[config.mk]
export PLATFORM = sky130hd
export DESIGN_NAME = shift_count_timer_flat
export DESIGN_NICKNAME = d
export VERILOG_FILES = /design/src/rtl/shift_count_timer_if.sv /design/src/rtl/shift_count_timer.sv /design/src/flat_wrapper.sv
export SDC_FILE = /design/constraint.sdc
export NUM_CORES = 1
export LEC_CHECK = 0
export CORE_MARGIN = 8
export CORE_UTILIZATION = 58
export CTS_BUF_LIST = sky130_fd_sc_hd__clkbuf_4
export CTS_CLUSTER_SIZE = 40
export DETAILED_ROUTE_END_ITERATION = 7
export GPL_ROUTABILITY_DRIVEN = 0
export PLACE_DENSITY = 0.92
export SYNTH_ARGS = -nofsm -noshare
export SYNTH_HDL_FRONTEND = slang
export SYNTH_SLANG_ARGS = --single-unit
[constraint.sdc]
create_clock -name clk -period 2.06 [get_ports clk]
set_input_delay 0.309 -clock clk [delete_from_list [all_inputs] [get_ports clk]]
set_output_delay 0.309 -clock clk [all_outputs]
set_load 0.02 [all_outputs]
[src/rtl/shift_count_timer_if.sv]
// shift_count_timer_if: control and status bundle between the command/host
// side (master) and the countdown timer (slave).
// Optional parallel-load signals appear when SHIFT_COUNT_TIMER_PLOAD_EN is defined.
interface shift_count_timer_if #(
    parameter int COUNT_W = 4
);
    logic               start;
    logic               data_in;
    logic               ack;
    logic               abort;
    logic               shifting;
    logic               counting;
    logic               done;
    logic               busy;
    logic [COUNT_W-1:0] count_out;
`ifdef SHIFT_COUNT_TIMER_PLOAD_EN
    logic               load;
    logic [COUNT_W-1:0] load_val;

    modport master (
        output start, data_in, ack, abort, load, load_val,
        input  shifting, counting, done, busy, count_out
    );

    modport slave (
        input  start, data_in, ack, abort, load, load_val,
        output shifting, counting, done, busy, count_out
    );
`else
    modport master (
        output start, data_in, ack, abort,
        input  shifting, counting, done, busy, count_out
    );

    modport slave (
        input  start, data_in, ack, abort,
        output shifting, counting, done, busy, count_out
    );
`endif
endinterface

[src/rtl/shift_count_timer.sv]
// shift_count_timer: serial-programmed countdown timer.
// A start pulse shifts in a COUNT_W-bit delay MSB first, counts it down one
// unit every PRESCALE clocks, then holds done until the host acknowledges.
// Define SHIFT_COUNT_TIMER_PLOAD_EN to add a parallel load path from IDLE.
module shift_count_timer #(
    parameter int COUNT_W  = 4,
    parameter int PRESCALE = 1000
) (
    input  logic                clk,
    input  logic                reset_n,
    shift_count_timer_if.slave  bus
);
    localparam int PW = (PRESCALE > 1) ? $clog2(PRESCALE) : 1;
    localparam int BW = $clog2(COUNT_W);

    typedef enum logic [1:0] {
        IDLE,
        SHIFT,
        COUNT,
        DONE
    } state_t;

    state_t             state_q,  state_d;
    logic [COUNT_W-1:0] delay_q,  delay_d;
    logic [BW-1:0]      bitCnt_q, bitCnt_d;
    logic [PW-1:0]      presc_q,  presc_d;

    logic               lastBit;
    logic               prescWrap;
    logic               loadReq;
    logic [COUNT_W-1:0] loadVal;

    assign lastBit   = (bitCnt_q == BW'(COUNT_W - 1));
    assign prescWrap = (presc_q == PW'(PRESCALE - 1));

`ifdef SHIFT_COUNT_TIMER_PLOAD_EN
    assign loadReq = bus.load;
    assign loadVal = bus.load_val;
`else
    assign loadReq = 1'b0;
    assign loadVal = '0;
`endif

    // State and datapath registers; reset asserts asynchronously.
    always_ff @(posedge clk or negedge reset_n) begin
        if (!reset_n) begin
            state_q  <= IDLE;
            delay_q  <= '0;
            bitCnt_q <= '0;
            presc_q  <= '0;
        end else begin
            state_q  <= state_d;
            delay_q  <= delay_d;
            bitCnt_q <= bitCnt_d;
            presc_q  <= presc_d;
        end
    end

    // Sequencer: abort overrides everything but leaves the delay value intact.
    always_comb begin
        state_d  = state_q;
        delay_d  = delay_q;
        bitCnt_d = bitCnt_q;
        presc_d  = presc_q;
        if (bus.abort) begin
            state_d  = IDLE;
            bitCnt_d = '0;
            presc_d  = '0;
        end else begin
            case (state_q)
                IDLE: begin
                    if (loadReq) begin
                        delay_d  = loadVal;
                        bitCnt_d = '0;
                        presc_d  = '0;
                        state_d  = COUNT;
                    end else if (bus.start) begin
                        bitCnt_d = '0;
                        presc_d  = '0;
                        state_d  = SHIFT;
                    end
                end
                SHIFT: begin
                    delay_d = {delay_q[COUNT_W-2:0], bus.data_in};
                    if (lastBit) begin
                        presc_d = '0;
                        state_d = COUNT;
                    end else begin
                        bitCnt_d = bitCnt_q + BW'(1);
                    end
                end
                COUNT: begin
                    if (prescWrap) begin
                        presc_d = '0;
                        if (delay_q != '0) begin
                            delay_d = delay_q - COUNT_W'(1);
                        end else begin
                            state_d = DONE;
                        end
                    end else begin
                        presc_d = presc_q + PW'(1);
                    end
                end
                DONE: begin
                    if (bus.ack) begin
                        state_d = IDLE;
                    end
                end
                default: begin
                    state_d = IDLE;
                end
            endcase
        end
    end

    assign bus.shifting  = (state_q == SHIFT);
    assign bus.counting  = (state_q == COUNT);
    assign bus.done      = (state_q == DONE);
    assign bus.busy      = (state_q == SHIFT) || (state_q == COUNT);
    assign bus.count_out = delay_q;

endmodule

[src/flat_wrapper.sv]
// flat-port wrapper written by rule: the top's interface ports become plain ports
module shift_count_timer_flat 
#(
    parameter int COUNT_W  = 4,
    parameter int PRESCALE = 1000
)
  (clk, reset_n, bus_start, bus_data_in, bus_ack, bus_abort, bus_shifting, bus_counting, bus_done, bus_busy, bus_count_out);
  shift_count_timer_if #(.COUNT_W(COUNT_W)) bus_i ();
  input  logic clk;
  input  logic reset_n;
  input wire logic [$bits(bus_i.start)-1:0] bus_start;
  input wire logic [$bits(bus_i.data_in)-1:0] bus_data_in;
  input wire logic [$bits(bus_i.ack)-1:0] bus_ack;
  input wire logic [$bits(bus_i.abort)-1:0] bus_abort;
  output wire logic [$bits(bus_i.shifting)-1:0] bus_shifting;
  output wire logic [$bits(bus_i.counting)-1:0] bus_counting;
  output wire logic [$bits(bus_i.done)-1:0] bus_done;
  output wire logic [$bits(bus_i.busy)-1:0] bus_busy;
  output wire logic [$bits(bus_i.count_out)-1:0] bus_count_out;
  assign bus_i.start = bus_start;
  assign bus_i.data_in = bus_data_in;
  assign bus_i.ack = bus_ack;
  assign bus_i.abort = bus_abort;
  assign bus_shifting = bus_i.shifting;
  assign bus_counting = bus_i.counting;
  assign bus_done = bus_i.done;
  assign bus_busy = bus_i.busy;
  assign bus_count_out = bus_i.count_out;
  shift_count_timer #(.COUNT_W(COUNT_W), .PRESCALE(PRESCALE)) u_core (.clk(clk), .reset_n(reset_n), .bus(bus_i));
endmodule
==> results of run 1 <==
timing repair:
item | in CTS | in global routing
gates resized for setup | 5 | 2
endpoints found under the setup margin | 4 | 11
cloned | 0 | 1
setup buffers | 0 | 2
pin swaps | 0 | 2
layer usage:
metal | vias up | global-route usage [%]
li1 | 535 | -
met1 | 557 | 18.0
met2 | 49 | 24.6
met3 | 4 | 4.30
met4 | 0 | 7.69
met5 | - | 0
placed cells by master (no fill, tap or decap), drive strengths merged, types with 2 or more instances in the layout:
master and n:
nand2b 2, ha 8, or3 3, and3 4, nand3b 2, dfrtp 18, a22o 3, dlygate4sd2 3
buf 13, clkbuf 3, nor3 4, a21oi 6, and4 3, clkdlybuf4s50 10, o31a 2, nand2 11
nand3 5, mux2i 3, and2 2, nor2b 3, nor2 10, a211oi 2, inv 5, o21ai 9
a21o 3
worst max-delay path, stage by stage (launching register included):
cell	delay, ps
dfrtp_1	450
inv_1	150
ha_2	250
nor3_1	90
o31a_1	360
or4b_1	540
nand2_1	80
Yosys cell counts (2+ instances only):
cell type	count
dfrtp_1	18
nand2_1	11
nor2_1	10
o21ai_0	9
ha_1	8
a21oi_1	5
inv_1	5
nand3_1	5
nor3_1	4
a21o_1	3
a22o_1	3
and3_1	3
mux2i_1	3
or3_1	3
and2_1	2
and4_1	2
buf_2	2
nand3b_1	2
nor2b_4	2
cells by family after synthesis:
| family | count (synthesis) |
|---|---|
| AOI/OAI and AO/OA | 32 |
| muxes | 4 |
| adders and majority gates | 8 |
| buffers and inverters | 9 |
| and+or+nand+nor | 58 |
| DFF | 18 |
registers in the layout, summed over array words and instances (netlist names):
signal,cells
u_core.presc_q,10
u_core.bitCnt_q,2
u_core.bus.count_out,4
u_core.state_q,2
worst min path at each step:
| stage | startpoint | end |
|---|---|---|
| floorplan | reset_n | u_core.bitCnt_q[0]$_DFFE_PN0P_ |
| global placement | u_core.presc_q[6]$_DFFE_PN0P_ | u_core.presc_q[6]$_DFFE_PN0P_ |
| detailed placement | u_core.presc_q[6]$_DFFE_PN0P_ | u_core.presc_q[6]$_DFFE_PN0P_ |
| CTS | reset_n | u_core.bus.count_out[2]$_DFFE_PN0P_ |
| global route | reset_n | u_core.presc_q[1]$_DFFE_PN0P_ |
| finish | reset_n | u_core.bus.count_out[3]$_DFFE_PN0P_ |
where the power goes:
group | switching, mW | internal, mW
combinational | 0.541 | 0.481
clock | 0.120 | 0.0708
sequential | 0.0780 | 0.414
final cells by class:
type	count	area [sq um]	share of cell area, %
clock buffer	3	22.5	1.46
clock inverter	1	3.75	0.244
inverter	5	18.8	1.22
multi-input combinational	103	785	51.0
sequential	18	450	29.3
tap	28	35.0	2.28
timing repair buffer	26	224	14.6
==> out/qor.csv, run 1 <==
metric,value,unit
fmax,0.505,GHz
syn avg cell area,9.70,sq um
worst-case clock buffer depth,2,
worst skew pair latency,310,ps
Post-DP Area,1480,sq um
Leak Pwr,0.714,nW
Worst IR Drop VDD,0.867,mV
Routed Antenna Nets,0,
dpl ws,6.37,ps
post-synthesis adder-cell area fraction,8.00,%
initial core utilization,58.8,%
share of the synthesized area in the top cell type,36.0,%
Nets,171,
Final period util,96.2,%
RR Endpoint,u_core.presc_q[2]$_DFFE_PN0P_,
WHS,314,ps
layout cells sized above 1,19.2,%
total power,1.71,mW
post-route insts no fill,184,
count of different cell masters after synthesis,48,
"EDFF count, synth",0,
DRT met1 WL,1.32,mm
cell row count,17,
Layout area overhead,23.0,%
worst min-delay path category,in -> async,
largest net degree at the start of global routing,19,
crit-path max FO,6,
Post-CTS Hold Fix Bufs,0,
"Seq/Total Area, Yosys",36.0,%
post-layout instance area,1540,sq um
Seq cells post-synth,18,
"Net Count, Synth",143,
FF-to-FF Start,u_core.state_q[1]$_DFFE_PN0P_,
Tot GR Track Use,15.2,%
Worst Slack Setup Final,79.2,ps
Top Ports,14,
Clock H-tree levels,1,
leading area contributor after synthesis,dfrtp_1,
R2R depth,6,
pwr dens,1110,nW/um^2
Rel. slew slack,75.3,%
overall die height,62.4,microns
largest family of logic cells by synthesized area,simple AND/OR/NAND/NOR gates,
first-pass GRT wire length,5.04,mm
Setup Total Neg Slack,0,ps
PortBufs,13,
via/cell ratio,6.22,
"setup slack, reg-to-reg",80,ps
Worst EP required,2300,ps
post-synthesis mux area share,3.30,%
clock-pin slew on the worst setup and hold paths,120,ps
Synth Area in Compound Gates,19.8,%
utilization after layout,72.4,%
Layout fillers,162,
die area,3900,sq um
fin. max-slew vios,0,
initial antenna violation count,0,
HPWL Detailed,2.21,mm
MaxCap Viol Count,0,
Worst Path Arrival,2220,ps
CTS tree,built,
core area,2130,sq um
Final Hold Fails,0,
worst clock skew,14.6,ps
Post-Synth XOR/XNOR Area,0,%
post-synthesis async set-or-reset flop share,100,%
unrepaired setup endpoints after global routing,false,
Synth Area in Simple Gates,29.7,%
root buf cell,clkbuf_4,
wire per inst,16.6,microns
total wire length,3.06,mm
first-pass iteration count of the detailed router,4,
"Top FF cell, synth",dfrtp_1,
Critical Path Source,u_core.state_q[1]$_DFFE_PN0P_,
Worst-Margin Slew,370,ps
Tmin final,1980,ps
# diodes,0,
mapped cell area,1250,sq um
DR WL met3,195,microns
Die W,62.4,microns
metal2 WL,1.51,mm
Critical Path Sink,u_core.presc_q[2]$_DFFE_PN0P_,
via count,1145,
Setup Viol. Count Final,0,
DR top layer,met4,
Synth Warn #,0,
outcome,completed,
synthesized instance count,129,
top cells by area in the synthesized netlist,"dfrtp_1 36%, ha_1 8.0%, o21ai_0 3.6%",
initial DRC count,62,
DRC Markers,0,
Clock Sinks,18,
startpoint type of the worst setup path,register,
vias in the first global route,1123,
total congestion overflow,0,
CP Capture Type,register,
CTS Buf Count,3,
Inst Count DP,177,
crit path kind,reg -> reg,
No activity file was read; power rests on OpenSTA's default activity.
==> inputs of run 2 (changes only) <==
- ABC_CLOCK_PERIOD_IN_PS: unset -> 2060
- CORE_UTILIZATION: 58 -> 65
- CTS_CLUSTER_DIAMETER: unset -> 80
- DONT_BUFFER_PORTS: unset -> 1
- PLACE_DENSITY: 0.92 -> 0.91
==> run 2 against run 1 <==
Flip-flop and latch count is the same. Final area fell by 9.7%. Clock-buffer cell count is the same.
==> out/qor.csv, run 2 (synthesis gave the netlist of run 1 again) <==
metric,value,unit,change
initial core utilization,66.5,%,was 58.8%
cell row count,16,,was 17
MaxCap Viol Count,0,,unchanged
root buf cell,clkbuf_4,,unchanged
worst skew pair latency,300,ps,was 310 ps
CP Capture Type,register,,unchanged
startpoint type of the worst setup path,register,,unchanged
Routed Antenna Nets,0,,unchanged
worst hold start,bus_abort,,
worst min-delay path category,in -> reg,,was in -> async
Tmin final,2030,ps,was 1980 ps
crit path kind,reg -> reg,,unchanged
initial DRC count,49,,was 62
crit-path max FO,8,,was 6
total congestion overflow,0,,unchanged
fmax,0.493,GHz,was 0.505 GHz
# diodes,0,,unchanged
PortBufs,0,,was 13
worst-case clock buffer depth,2,,unchanged
total wire length,2.71,mm,was 3.06 mm
largest net degree at the start of global routing,19,,unchanged
layout cells sized above 1,18.6,%,was 19.2%
Top reg by flops,u_core.presc_q,,unchanged
initial antenna violation count,0,,unchanged
outcome,completed,,unchanged
FF-to-FF Start,u_core.state_q[0]$_DFFE_PN0P_,,was u_core.state_q[1]$_DFFE_PN0P_
Leak Pwr,0.645,nW,was 0.714 nW
Tot GR Track Use,16.2,%,was 15.2%
via count,1054,,was 1145
Worst EP required,2310,ps,was 2300 ps
CTS tree,built,,unchanged
Worst-Margin Slew,834,ps,was 370 ps
first-pass GRT wire length,4.41,mm,was 5.04 mm
Final Hold Fails,0,,unchanged
Final period util,98.4,%,was 96.2%
"setup slack, reg-to-reg",30,ps,was 80 ps
Clock Sinks,18,,unchanged
Setup Total Neg Slack,0,ps,unchanged
WHS,44.3,ps,was 314 ps
Clock H-tree levels,1,,unchanged
HPWL Detailed,1.96,mm,was 2.21 mm
die area,3590,sq um,was 3900 sq um
Critical Path Source,u_core.state_q[0]$_DFFE_PN0P_,,was u_core.state_q[1]$_DFFE_PN0P_
first-pass iteration count of the detailed router,4,,unchanged
Worst Path Arrival,2270,ps,was 2220 ps
Rel. slew slack,44.2,%,was 75.3%
most frequent cells in the layout,"18 x dfrtp_1, 11 x nand2_1, 10 x nor2_1",,"was 18 x dfrtp_1, 13 x buf_4, 11 x nand2_1"
pwr dens,1120,nW/um^2,was 1110 nW/um^2
core area,1880,sq um,was 2130 sq um
CTS Buf Count,3,,unchanged
DRC Markers,0,,unchanged
wire per inst,16.2,microns,was 16.6 microns
Top Ports,14,,unchanged
overall die height,59.9,microns,was 62.4 microns
Layout area overhead,11.1,%,was 23.0%
vias in the first global route,987,,was 1123
Post-CTS Setup Bufs,0,,unchanged
fin. max-slew vios,0,,unchanged
clock-pin slew on the worst setup and hold paths,110,ps,was 120 ps
Die W,59.9,microns,was 62.4 microns
Worst IR Drop VDD,0.959,mV,was 0.867 mV
worst clock skew,3.75,ps,was 14.6 ps
Nets,155,,was 171
"most common cell after layout, fill and taps aside",dfrtp_1,,unchanged
via/cell ratio,6.31,,was 6.22
max reg flops,10,,unchanged
Setup Viol. Count Final,0,,unchanged
==> run 2: area by class of cell <==
type | count | area (sq um)
tap | 27 | 33.8
clock inverter | 1 | 3.75
timing repair buffer | 11 | 88.8
sequential | 18 | 450
multi-input combinational | 102 | 772
clock buffer | 3 | 22.5
fill | 131 | 492
inverter | 5 | 18.8
==> run 2: worst paths after layout <==
| path | to | depth (start not counted) |
|---|---|---|
| max | u_core.presc_q[8]$_DFFE_PN0P_ | 7 |
| min | u_core.state_q[0]$_DFFE_PN0P_ | 1 |
| max reg2reg | u_core.presc_q[8]$_DFFE_PN0P_ | 7 |
| min reg2reg | u_core.presc_q[6]$_DFFE_PN0P_ | 1 |
| max in group asynchronous | u_core.presc_q[7]$_DFFE_PN0P_ | 1 |
| min in group asynchronous | u_core.bus.count_out[3]$_DFFE_PN0P_ | 1 |
==> run 2: repair_timing <==
item                                    CTS  global route
endpoints found under the setup margin    1             9
resized for setup                         0             4
pin swaps                                 1             0
hold buffers                              1             0
hold endpoints to repair                 18             0
==> run 2: stage by stage <==
| stage | instances | power (mW) | worst slack [ps] | util [%] | instance area (sq um) |
|---|---|---|---|---|---|
| floorplan | 129 | 1.11 | 60.4 | - | 1250 |
| global placement | 162 | 1.29 | 121 | 71.1 | 1340 |
| detailed placement | 162 | 1.33 | 38.6 | 71.1 | 1340 |
| CTS | 167 | 1.53 | 30.1 | 73.1 | 1380 |
| global route | 167 | 1.65 | -23.9 | 73.9 | 1390 |
| finish | 167 | 1.56 | 32.6 | 73.9 | 1390 |
==> run 2: worst max-delay path: stages, from the launching register on <==
cell,delay [ps]
dfrtp_1,440
inv_1,130
ha_1,260
buf_6,180
nand2b_4,70
a41o_1,260
or4_1,530
nand3_1,100
==> run 2: power breakdown <==
group / internal [mW] / switching (mW)
sequential: 0.414 / 0.0534
combinational: 0.389 / 0.513
clock: 0.0707 / 0.117
total: 0.874 / 0.684
==> run 2: routing by layer <==
metal / up-vias / global-route usage (%) / part of all wire (%) / routed length, microns
met5: - / 0 / 0 / 0
met4: 0 / 8.84 / 1.8 / 50
met3: 7 / 4.52 / 6.4 / 172
met2: 43 / 25.5 / 49 / 1320
met1: 497 / 19.2 / 43 / 1160
li1: 507 / - / - / -
